--- src/rtl/button_debouncer.sv ---
// N-channel push-button debouncer sampled on every edge of a slow tick, with registered level/press/release.
// Optional auto-repeat of btn_press while held is enabled by defining BUTTON_DEBOUNCER_REPEAT_EN.
module button_debouncer #(
  parameter int N_BUTTONS      = 4,
  parameter int STABLE_SAMPLES = 4,
  parameter int REPEAT_DELAY   = 25,
  parameter int REPEAT_PERIOD  = 5
) (
  input  logic                 clk_in,
  input  logic                 reset,
  input  logic                 tick_in,
  input  logic [N_BUTTONS-1:0] btn_raw,
  output logic [N_BUTTONS-1:0] btn_level,
  output logic [N_BUTTONS-1:0] btn_press,
  output logic [N_BUTTONS-1:0] btn_release
);

  typedef enum logic [1:0] {
    ST_STABLE_LOW  = 2'd0,
    ST_CHECK_HIGH  = 2'd1,
    ST_STABLE_HIGH = 2'd2,
    ST_CHECK_LOW   = 2'd3
  } state_t;

  localparam logic [3:0] L_STABLE = 4'(STABLE_SAMPLES);

`ifdef BUTTON_DEBOUNCER_REPEAT_EN
  localparam int REP_MAX = (REPEAT_DELAY > REPEAT_PERIOD) ? REPEAT_DELAY : REPEAT_PERIOD;
  localparam int REP_W   = ($clog2(REP_MAX + 1) > 5) ? $clog2(REP_MAX + 1) : 5;
  localparam logic [REP_W-1:0] L_DELAY  = REP_W'(REPEAT_DELAY);
  localparam logic [REP_W-1:0] L_PERIOD = REP_W'(REPEAT_PERIOD);
  localparam logic [REP_W-1:0] L_ONE    = REP_W'(1);
`endif

  if (STABLE_SAMPLES < 2 || STABLE_SAMPLES > 15 || REPEAT_DELAY < 1 || REPEAT_PERIOD < 1) begin : g_bad_param
    $error("button_debouncer: illegal parameter value");
  end

  logic [N_BUTTONS-1:0] r_sync1;
  logic [N_BUTTONS-1:0] r_sync2;
  logic                 r_tick_q;
  logic                 w_strobe;

  assign w_strobe = tick_in ^ r_tick_q;

  // Two-flop synchronizer for the raw buttons and the tick edge detector.
  always_ff @(posedge clk_in) begin
    if (!reset) begin
      r_sync1  <= '0;
      r_sync2  <= '0;
      r_tick_q <= 1'b0;
    end else begin
      r_sync1  <= btn_raw;
      r_sync2  <= r_sync1;
      r_tick_q <= tick_in;
    end
  end

  for (genvar g = 0; g < N_BUTTONS; g++) begin : g_chan
    state_t     r_state, w_state_nxt;
    logic [3:0] r_cnt, w_cnt_nxt;
    logic       r_level, w_level_nxt;
    logic       r_press, w_press_nxt;
    logic       r_release, w_release_nxt;
    logic       w_sync;
`ifdef BUTTON_DEBOUNCER_REPEAT_EN
    logic [REP_W-1:0] r_rep, w_rep_nxt, w_rep_inc, w_rep_tgt;
    logic             r_rep_arm, w_rep_arm_nxt;

    assign w_rep_inc = r_rep + L_ONE;
    assign w_rep_tgt = r_rep_arm ? L_PERIOD : L_DELAY;
`endif

    assign w_sync = r_sync2[g];

    // Next-state and pulse generation; everything holds unless a strobe is present.
    always_comb begin
      w_state_nxt   = r_state;
      w_cnt_nxt     = r_cnt;
      w_level_nxt   = r_level;
      w_press_nxt   = 1'b0;
      w_release_nxt = 1'b0;
`ifdef BUTTON_DEBOUNCER_REPEAT_EN
      w_rep_nxt     = r_rep;
      w_rep_arm_nxt = r_rep_arm;
`endif
      if (w_strobe) begin
        case (r_state)
          ST_STABLE_LOW: begin
            if (w_sync) begin
              w_state_nxt = ST_CHECK_HIGH;
              w_cnt_nxt   = 4'd1;
            end else begin
              w_cnt_nxt   = 4'd0;
            end
          end
          ST_CHECK_HIGH: begin
            if (!w_sync) begin
              w_state_nxt = ST_STABLE_LOW;
              w_cnt_nxt   = 4'd0;
            end else if (r_cnt + 4'd1 >= L_STABLE) begin
              w_state_nxt = ST_STABLE_HIGH;
              w_cnt_nxt   = 4'd0;
              w_level_nxt = 1'b1;
              w_press_nxt = 1'b1;
`ifdef BUTTON_DEBOUNCER_REPEAT_EN
              w_rep_nxt     = '0;
              w_rep_arm_nxt = 1'b0;
`endif
            end else begin
              w_cnt_nxt   = r_cnt + 4'd1;
            end
          end
          ST_STABLE_HIGH: begin
            if (!w_sync) begin
              w_state_nxt = ST_CHECK_LOW;
              w_cnt_nxt   = 4'd1;
`ifdef BUTTON_DEBOUNCER_REPEAT_EN
              w_rep_nxt     = '0;
              w_rep_arm_nxt = 1'b0;
`endif
            end else begin
              w_cnt_nxt   = 4'd0;
`ifdef BUTTON_DEBOUNCER_REPEAT_EN
              // First repeat after the delay, later ones every period.
              if (w_rep_inc >= w_rep_tgt) begin
                w_press_nxt   = 1'b1;
                w_rep_nxt     = '0;
                w_rep_arm_nxt = 1'b1;
              end else begin
                w_rep_nxt     = w_rep_inc;
              end
`endif
            end
          end
          ST_CHECK_LOW: begin
            if (w_sync) begin
              w_state_nxt = ST_STABLE_HIGH;
              w_cnt_nxt   = 4'd0;
            end else if (r_cnt + 4'd1 >= L_STABLE) begin
              w_state_nxt   = ST_STABLE_LOW;
              w_cnt_nxt     = 4'd0;
              w_level_nxt   = 1'b0;
              w_release_nxt = 1'b1;
            end else begin
              w_cnt_nxt     = r_cnt + 4'd1;
            end
          end
          default: begin
            w_state_nxt = ST_STABLE_LOW;
            w_cnt_nxt   = 4'd0;
            w_level_nxt = 1'b0;
          end
        endcase
      end else begin
        w_cnt_nxt = r_cnt;
      end
    end

    // Per-channel state, counter and registered outputs.
    always_ff @(posedge clk_in) begin
      if (!reset) begin
        r_state   <= ST_STABLE_LOW;
        r_cnt     <= 4'd0;
        r_level   <= 1'b0;
        r_press   <= 1'b0;
        r_release <= 1'b0;
`ifdef BUTTON_DEBOUNCER_REPEAT_EN
        r_rep     <= '0;
        r_rep_arm <= 1'b0;
`endif
      end else begin
        r_state   <= w_state_nxt;
        r_cnt     <= w_cnt_nxt;
        r_level   <= w_level_nxt;
        r_press   <= w_press_nxt;
        r_release <= w_release_nxt;
`ifdef BUTTON_DEBOUNCER_REPEAT_EN
        r_rep     <= w_rep_nxt;
        r_rep_arm <= w_rep_arm_nxt;
`endif
      end
    end

    assign btn_level[g]   = r_level;
    assign btn_press[g]   = r_press;
    assign btn_release[g] = r_release;
  end

endmodule

--- config.mk ---
export PLATFORM = sky130hd
export DESIGN_NAME = button_debouncer
export DESIGN_NICKNAME = d
export VERILOG_FILES = /design/src/rtl/button_debouncer.sv
export SDC_FILE = /design/constraint.sdc
export NUM_CORES = 1
export LEC_CHECK = 0
export BUFFER_PORTS_ARGS = -buffer_cell sky130_fd_sc_hd__buf_2
export CORE_MARGIN = 1
export CORE_UTILIZATION = 60
export DETAILED_ROUTE_END_ITERATION = 7
export GPL_ROUTABILITY_DRIVEN = 0
export PLACE_DENSITY = 0.92
export SYNTH_ARGS = -nofsm -noshare
export SYNTH_HDL_FRONTEND = slang
export SYNTH_SLANG_ARGS = --single-unit
--- constraint.sdc ---
create_clock -name clk_in -period 2.7 [get_ports clk_in]
set_input_delay 0.54 -clock clk_in [delete_from_list [all_inputs] [get_ports clk_in]]
set_output_delay 0.54 -clock clk_in [all_outputs]
set_load 0.02 [all_outputs]
==> impl_results.md <==
- Status: finished, final reports clean
- Switching Fraction: 0.224
- Comb power frac: 0.067
- Fin. Hold Viols: 0
- Share of cells above drive strength 1: 0.167
- CP Launch Point: g_chan[3].r_cnt[0]
- Gates resized, CTS repair: 0
- CP Cell Sequence: ha_1 -> and2_4 -> a21oi_1 -> o21ai_1 -> nor4_2 -> a311o_1
- Sequential share of power: 0.577
- Post-Syn Nets: 206
- Mean post-synth cell area: 9.76 µm²
- Asr flop ratio synth: 0
- Max Cap Violations: 0
- Starting density of the core: 0.629
- Global-route wire length before repair: 4900 µm
- Grt ovf: 0
- Synth Register Bits: 45
- Max stage delay on crit path: 460 ps
- Main area contributors after synthesis: dfxtp_1, buf_4, and2_1, mux2i_1, nand2_1
- Die ar.: 0.00340 mm²
- Layout area overhead: 6.18%
- Crit-path leading delay family: compound AO/OA/AOI/OAI gates
- Reg2reg setup slack: 990 ps
- Post-synth EDFFs: 0
- CTS tree: done
- Final design utilization: 0.667
- Core ar.: 0.00303 mm²
- Vias in the first global route: 1,149
- H-Tree Depth: 2
- Global Route Usage Sum: 0.195
- Leak: 0.849 nW
- Placed wire-length estimate: 2050 µm
- DRT iter0 DRCs: 42
- Pre-CTS setup slack: 975 ps
- Num Clock Sinks: 45
- Cell Int Power: 0.934 mW
- Synth warn: 0
- CTS Root Cell: clkbuf_4
- Register clock-pin slew on the reported worst setup and hold paths: 120 ps
- Setup violators final: 0
- Power per standard cell area: 595 mW/mm²
- Die height: 58.3 µm
- CP max FO: 6
- Yosys top cell by area: dfxtp_1
- P_sw: 0.269 mW
- Hold path start: btn_raw[0]
- Crit-path slowest cell: dfxtp_1
- Final #Nets: 214
- Post-synthesis cell area: 0.00190 mm²
- Slew @ Worst Pin: 431 ps
- Initial antenna violation count: 0
- Antenna viol nets, final: 0
- Final min period: 1710 ps
- Cell variety after synth: 36
- Latest clock arrival within the worst-skew pair: 360 ps
- Startpoint types: register
- Vias/cell: 5.44
- Critical path class: register to register
- Ports: 19
- Non-Filler Instances: 248
- Setup TNS: 0 ps
- Slew Limit Fails: 0
- # diodes: 0
- Tightest slew margin relative to the limit: 0.713
- DR DRC count: 0
- Clk buf depth: 2
- Total Wirelength: 3030 µm
- Inserted Clock Buffers: 5
- Worst Path Required: 2950 ps
- Top-area cell type share of the netlist area: 0.473
- Most frequent cells in the layout: dfxtp_1, buf_2, nand2_1
- Worst r2r src: g_chan[3].r_cnt[0]
- Sequential area share after synthesis: 0.473
- Most common cell after layout, fill and taps aside: dfxtp_1
- RSZ-0062 raised after global routing: no
- # rows: 20
- Final period utilization: 0.632
- Postcts setup bufs: 0
- DR vias: 1,349
- Largest net degree at the start of global routing: 32
- Syn Inst Count: 195
- TritonRoute pass-1 iters: 4
- Clk pwr share: 0.356
- Crit path arrival time: 1960 ps
- Primary FF master, synth: dfxtp_1
- Max Fclk: 0.586 GHz
- Worst vdd ir: 0.408 mV
- IO Port Bufs: 18
- Worst hold slack: 386 ps
- CP bufs+invs: 0
- Worst hold path class: input pin to register
- Final WS setup: 993 ps
- FILL cells: 227
- Routed WL per cell: 12.2 µm
- Post-CTS Hold Buffers: 0
- DP Cell Count: 240
- CP endpoint kind: register
- Clock skew: 8.27 ps
- DIE WIDTH: 58.3 µm
==> metrics by stage <==
step | total power [mW] | area (µm²)
global placement | 0.786 | 1940
CTS | 1.21 | 2020
detailed placement | 0.789 | 1940
global route | 1.25 | 2020
finish | 1.20 | 2020
floorplan | 0.776 | 1900
==> cell families (layout without fill, tap and decap cells) <==
family	after synthesis	in the layout	synth area share
AO/OA/AOI/OAI	41	41	0.169
XOR/XNOR	3	3	0.0178
adder cells (fa/ha/maj)	4	4	0.0263
buffers and inverters	27	36	0.0809
flip-flops	45	45	0.473
multiplexers	7	7	0.0368
AND/OR/NAND/NOR	68	68	0.196
==> routing by layer <==
| layer | GRT usage | part of all wire |
|---|---|---|
| met5 | 0 | 0 |
| met1 | 0.233 | 0.48 |
| met2 | 0.312 | 0.45 |
| met3 | 0.0681 | 0.053 |
| met4 | 0.0986 | 0.019 |
==> power by group through the flow <==
stage,Combinational (mW),Clock [mW],Sequential (mW)
floorplan,0.0704,0,0.705
global placement,0.0780,0,0.708
detailed placement,0.0806,0,0.708
CTS,0.0809,0.436,0.694
global route,0.0884,0.461,0.697
finish,0.0805,0.429,0.694
==> worst paths after layout <==
check | end | depth (start not counted)
setup / recovery | g_chan[3].r_level | 6
hold reg to reg | r_sync2[2] | 1
hold / removal | r_sync1[0] | 2
setup reg to reg | g_chan[3].r_level | 6
==> cells in the mapped netlist, types with 2 or more instances <==
| library cell | instances |
|---|---|
| and2_1 | 13 |
| clkbuf_1 | 5 |
| nand4_1 | 5 |
| buf_4 | 12 |
| o21ai_0 | 4 |
| a21oi_1 | 7 |
| nand2_1 | 14 |
| nand2b_1 | 3 |
| mux2i_1 | 7 |
| dfxtp_1 | 45 |
| nor2_1 | 6 |
| o21ai_1 | 4 |
| nor2b_1 | 6 |
| o21a_1 | 6 |
| ha_1 | 4 |
| a22o_1 | 6 |
| xnor2_1 | 2 |
| nor3_1 | 6 |
| inv_1 | 9 |
| a22oi_1 | 2 |
| and3_1 | 8 |
| o2111ai_1 | 3 |
| a21oi_4 | 3 |
| nand3_1 | 3 |
==> final cells by class <==
| type | count | area [µm²] | share of cell area |
|---|---|---|---|
| multi-input cells | 123 | 848 | 0.420 |
| clock buffers | 7 | 55.1 | 0.0272 |
| repair buffers | 19 | 97.6 | 0.0483 |
| flip-flops and latches | 45 | 901 | 0.446 |
| well taps | 44 | 55.1 | 0.0272 |
| clock inverters | 1 | 30.0 | 0.0149 |
| inverters | 9 | 33.8 | 0.0167 |
==> registers in the layout, indices dropped and copies added (netlist names), named ones only <==
| name | count |
|---|---|
| g_chan.r_cnt | 16 |
| g_chan.r_level | 4 |
| g_chan.r_press | 4 |
| g_chan.r_release | 4 |
| g_chan.r_state | 4 |
| r_sync1 | 4 |
| r_sync2 | 4 |
| r_tick_q | 1 |
Note: power is estimated with default switching activity, not from simulation.
